## src/rtl/dir_ctrl_pkg.sv

```systemverilog
// Shared types and default constants for the direction controller.
package dir_ctrl_pkg;

  typedef enum logic [1:0] {
    S_UP    = 2'd0,
    S_DOWN  = 2'd1,
    S_PAUSE = 2'd2
  } dir_state_t;

  localparam int DEB_CYCLES_DEF = 4;
  localparam int TICK_DIV_DEF   = 8;

endpackage

```

## src/rtl/dir_ctrl_debounce.sv

```systemverilog
// One push button: 2-flop synchronizer, stability counter and a one-cycle
// press pulse raised the cycle after the debounced level rises.
module debounce
  import dir_ctrl_pkg::*;
#(
  parameter int DEB_CYCLES = DEB_CYCLES_DEF
) (
  input  logic clk,
  input  logic reset,
  input  logic btn,
  output logic press
);

  localparam logic [7:0] DEB_LAST = 8'(DEB_CYCLES - 1);

  logic       sync1_reg, sync2_reg;
  logic       level_reg, level_d_reg;
  logic       press_reg;
  logic [7:0] cnt_reg;

  always_ff @(posedge clk or posedge reset) begin
    if (reset) begin
      sync1_reg   <= 1'b0;
      sync2_reg   <= 1'b0;
      level_reg   <= 1'b0;
      level_d_reg <= 1'b0;
      press_reg   <= 1'b0;
      cnt_reg     <= '0;
    end else begin
      sync1_reg <= btn;
      sync2_reg <= sync1_reg;
      // Counter hitting DEB_CYCLES-1 means this is the DEB_CYCLES-th differing cycle.
      if (sync2_reg == level_reg) begin
        cnt_reg <= '0;
      end else if (cnt_reg == DEB_LAST) begin
        level_reg <= sync2_reg;
        cnt_reg   <= '0;
      end else begin
        cnt_reg <= cnt_reg + 8'd1;
      end
      level_d_reg <= level_reg;
      press_reg   <= level_reg & ~level_d_reg;
    end
  end

  assign press = press_reg;

endmodule

```

## src/rtl/dir_ctrl.sv

```systemverilog
// Up/down direction selector with debounced buttons and a free-running step tick.
// Define DIR_CTRL_PAUSE_EN to make a simultaneous press toggle a paused state.
module dir_ctrl
  import dir_ctrl_pkg::*;
#(
  parameter int DEB_CYCLES = DEB_CYCLES_DEF,
  parameter int TICK_DIV   = TICK_DIV_DEF
) (
  input  logic clk,
  input  logic reset,
  input  logic btn_up,
  input  logic btn_down,
  output logic count_up,
  output logic tick,
  output logic paused
);

  localparam int            DW       = $clog2(TICK_DIV);
  localparam logic [DW-1:0] DIV_LAST = DW'(TICK_DIV - 1);

  logic [1:0] btn_raw;
  logic [1:0] press;
  logic       up_press, down_press;

  assign btn_raw = {btn_down, btn_up};

  for (genvar gi = 0; gi < 2; gi++) begin : g_deb
    debounce #(.DEB_CYCLES(DEB_CYCLES)) u_deb (
      .clk   (clk),
      .reset (reset),
      .btn   (btn_raw[gi]),
      .press (press[gi])
    );
  end

  assign up_press   = press[0];
  assign down_press = press[1];

  dir_state_t    state_reg, state_next;
  logic          count_up_reg, count_up_next;
  logic          tick_reg;
  logic [DW-1:0] div_reg, div_next;
`ifdef DIR_CTRL_PAUSE_EN
  logic          saved_reg, saved_next;
`endif

  // The divider is never touched by the FSM, so tick spacing is fixed.
  always_comb begin
    div_next = (div_reg == DIV_LAST) ? '0 : div_reg + 1'b1;
  end

  always_comb begin
    state_next = state_reg;
`ifdef DIR_CTRL_PAUSE_EN
    saved_next = saved_reg;
`endif
    case (state_reg)
      S_UP, S_DOWN: begin
        if (up_press && down_press) begin
`ifdef DIR_CTRL_PAUSE_EN
          state_next = S_PAUSE;
          saved_next = (state_reg == S_UP);
`else
          state_next = state_reg;
`endif
        end else if (up_press) begin
          state_next = S_UP;
        end else if (down_press) begin
          state_next = S_DOWN;
        end
      end
`ifdef DIR_CTRL_PAUSE_EN
      S_PAUSE: begin
        if (up_press && down_press) begin
          state_next = saved_reg ? S_UP : S_DOWN;
        end else if (up_press) begin
          state_next = S_UP;
        end else if (down_press) begin
          state_next = S_DOWN;
        end
      end
`endif
      default: state_next = S_UP;
    endcase
    count_up_next = (state_next == S_PAUSE) ? count_up_reg : (state_next == S_UP);
  end

  always_ff @(posedge clk or posedge reset) begin
    if (reset) begin
      state_reg    <= S_UP;
      count_up_reg <= 1'b1;
      tick_reg     <= 1'b0;
      div_reg      <= '0;
    end else begin
      state_reg    <= state_next;
      count_up_reg <= count_up_next;
      // Gate on the next state so tick is never seen alongside paused.
      tick_reg     <= (div_reg == DIV_LAST) && (state_next != S_PAUSE);
      div_reg      <= div_next;
    end
  end

`ifdef DIR_CTRL_PAUSE_EN
  always_ff @(posedge clk or posedge reset) begin
    if (reset) begin
      saved_reg <= 1'b1;
    end else begin
      saved_reg <= saved_next;
    end
  end

  assign paused = (state_reg == S_PAUSE);
`else
  assign paused = 1'b0;
`endif

  assign count_up = count_up_reg;
  assign tick     = tick_reg;

endmodule

```

## config.mk

```make
export PLATFORM = sky130hd
export DESIGN_NAME = dir_ctrl
export DESIGN_NICKNAME = d
export VERILOG_FILES = /design/src/rtl/dir_ctrl_pkg.sv /design/src/rtl/dir_ctrl_debounce.sv /design/src/rtl/dir_ctrl.sv
export SDC_FILE = /design/constraint.sdc
export NUM_CORES = 1
export LEC_CHECK = 0
export CAP_MARGIN = 20
export CELL_PAD_IN_SITES_DETAIL_PLACEMENT = 1
export CELL_PAD_IN_SITES_GLOBAL_PLACEMENT = 2
export CORE_ASPECT_RATIO = 1.5
export CORE_UTILIZATION = 33
export DETAILED_ROUTE_END_ITERATION = 6
export GPL_ROUTABILITY_DRIVEN = 0
export PLACE_DENSITY_LB_ADDON = 0.1
export SYNTH_ARGS = -nofsm -noshare
export SYNTH_HDL_FRONTEND = slang
export SYNTH_HIERARCHICAL = 1
export SYNTH_SLANG_ARGS = --single-unit
```

## constraint.sdc

```tcl
create_clock -name clk -period 1.5 [get_ports clk]
set_clock_uncertainty 0.15 [all_clocks]
set_input_delay 0.3 -clock clk [delete_from_list [all_inputs] [get_ports clk]]
set_output_delay 0.3 -clock clk [all_outputs]
set_load 0.03 [all_outputs]
```

==> impl_metrics.csv <==
group,metric,value,unit
route,via_per_inst,4.92,
logic_synthesis,synth_seq_cells,33,
power_and_ir_drop,vdd_ir_drop_max,0.000867,V
logic_synthesis,ys_warn_count,6,
global_routing,grt_pass1_vias,910,
logic_synthesis,synth-edff-count,0,
logic_synthesis,synth-simple-area-share,16.3,%
logic_synthesis,yosys_most_used_dff,"dfrtp_1",
placed_design,placed_cell_area,1520,um^2
layout,syn_to_final_growth,24.0,%
clock_network,cts_max_path_buffers,2,
timing,fmax,693,MHz
logic_synthesis,synth_fa_ha_area_share,5.52,%
logic_synthesis,netlist_instances,115,
placed_design,hpwl,1.86,mm
route,routedWlPerCell,14.0,um
clock_network,cts-buffers-inserted,5,
critical_path,crit_chain,"ha_2 > nor4b_4 > nand2_1 > mux2_2",
layout,final_nets,148,
timing,period_needed,1.44,ns
route,drt_iter0_drc,8,
layout,drive_gt1_share,23.7,%
floorplan,start_util,34.4,%
route,drt_pass1_iterations,3,
critical_path,critical-path-slowest-cell,"dfrtp_1",
logic_synthesis,muxShareOfSynthArea,1.66,%
critical_path,critPathRequiredTime,1.51,ns
critical_path,crit_path_start,"g_deb[1].u_deb/cnt_reg[1]",
timing,holdWs,0.159,ns
floorplan,chipHeight,80.6,um
layout,nFillCells,442,
power_and_ir_drop,cellLeakagePower,0.000781,uW
layout,final_cells,184,
status,status,"complete, no violations",
timing,slew_viol_final,0,
layout,multi_input_area,524,um^2
clock_network,clock_latency,0.28,ns
logic_synthesis,async_flop_share,100,%
route,drc,0,
critical_path,rr_startpoint,"g_deb[1].u_deb/cnt_reg[1]",
global_routing,grt_util_all_layers,14.0,%
layout,seq_area,827,um^2
critical_path,end_kind,"flip-flop",
clock_network,clk_pin_slew,0.07,ns
critical_path,cp_max_fo,3,
route,antenna_left,0,
flow_run,maxCapViolCount,0,
logic_synthesis,synth_compound_area_share,7.54,%
logic_synthesis,seq_area_frac_synth,60.8,%
logic_synthesis,synth_top_family_by_area,"simple AND/OR/NAND/NOR gates",
timing,final-hold-violation-count,0,
floorplan,core,3960,um^2
logic_synthesis,synth_cell_types,23,
clock_network,tritoncts,"yes",
global_routing,antenna_found_initial,0,
floorplan,die_x,54.4,um
clock_network,htreeDepth,2,
power_and_ir_drop,power.density,1600,nW/um^2
placed_design,portBuffers,5,
route,routed_wl,2.57,mm
layout,final_common_cell,"dfrtp_1",
layout,largest_reg_flops,16,
placed_design,post-place-cells,172,
critical_path,cp-start-kind,"flip-flop",
logic_synthesis,synth_xor_area_share,5.15,%
layout,final_core_util,42.6,%
timing,tns,0,ns
logic_synthesis,syn_avg_cell_area,11.8,um^2
floorplan,ioPinCount,7,
critical_path,worstPathArrival,1.46,ns
critical_path,crit_type,"reg2reg",
worst_hold_path,hp-class,"in2async",
global_routing,grt_start_max_net_pins,14,
global_routing,grt_pass1_wl,4.13,mm
clock_network,cts_sinks,33,
route,vias,906,
timing,rsz0062_at_grt,"true",
layout,final_cell_area,1690,um^2
logic_synthesis,netlist_area,1360,um^2
layout,antenna_cells,0,
clock_network,cts_root_buffer,"clkbuf_8",
floorplan,fp.dieArea,4390,um^2
timing,setup_violations,0,
global_routing,grt.overflow.total,0,
timing,finalCritPeriodShare,96.2,%
layout,final_cell_mix,"32 x dfrtp_1, 13 x buf_4, 11 x nor2_1, 8 x nand3_1, 7 x inv_1",
floorplan,rows,28,
critical_path,cp_slowest_stage_delay,0.38,ns
## metal layers
metal | vias to the layer above | wire (um) | track usage, %
met1 | 464 | 992 | 14.1
li1 | 431 | - | -
met3 | 5 | 63 | 5.11
met4 | 0 | 62 | 6.92
met5 | - | 0 | 0
met2 | 6 | 1450 | 24.1
## final timing paths
kind | slack, ns | endpoint | cells past startpoint
max | 0.06 | g_deb[1].u_deb/level_reg | 4
min | 0.16 | div_reg[2] | 2
max reg2reg | 0.06 | g_deb[1].u_deb/level_reg | 4
min reg2reg | 0.21 | g_deb[0].u_deb/sync2_reg | 0
max in group asynchronous | 0.77 | count_up | 2
min in group clk | 0.21 | g_deb[0].u_deb/sync2_reg | 0
## synth_stat cells, drive strengths merged (2+ instances only)
master,count,area share [%]
nor3,2,0.74
nor2b,3,1.4
dfrtp,32,59
o21ai,6,2.2
xnor2,4,2.6
inv,7,1.9
nor2,11,3.0
a21o,3,1.7
mux2,2,1.7
ha,6,5.5
nand2,5,1.4
a21oi,7,3.1
nor4b,2,2.2
nand3,8,2.9
nand4,2,1.8
or3,6,2.8
xor2,4,2.6
## kinds of logic (layout without fill, tap and decap cells)
| kind of cell | count (synthesis) | after routing |
|---|---|---|
| fa+ha+maj | 6 | 6 |
| simple gates | 39 | 39 |
| flops | 33 | 33 |
| compound gates | 17 | 17 |
| xor+xnor | 8 | 8 |
| buf+inv | 9 | 32 |
| mux | 2 | 2 |
| other cells | 1 | 2 |
## through the flow
stage | power (uW) | setup slack (ns)
floorplan | 1550 | 0.0777
detailed placement | 1780 | -0.00711
CTS | 2670 | 0.00626
finish | 2690 | 0.0564
global route | 2850 | -0.0268
global placement | 1760 | 0.00831
## power by group
group / total, uW / switching (uW) / internal, uW
Clock: 855 / 314 / 541
Combinational: 638 / 320 / 318
Sequential: 1200 / 131 / 1070
Total: 2690 / 765 / 1930
## worst max-delay path, delay by kind of cell, from the launching register on
kind	cells	cell delay, ns
mux	1	0.28
fa+ha+maj	1	0.19
flops	1	0.38
simple gates	2	0.31
## area by class of cell
type	instances	area share (%)
multi-input cells	74	31.1
inverters	7	1.56
flip-flops and latches	33	49.0
clock buffers	7	5.12
clock inverters	1	1.78
repair buffers	17	8.09
well taps	45	3.34
## timing repair
action,4_1_cts,5_1_grt
gates cloned,0,0
hold buffers,0,0
endpoints found under the setup margin,3,16
gates resized for setup,1,6
pin swaps,0,1
buffers inserted,1,3
No activity file was read; power rests on OpenSTA's default activity.
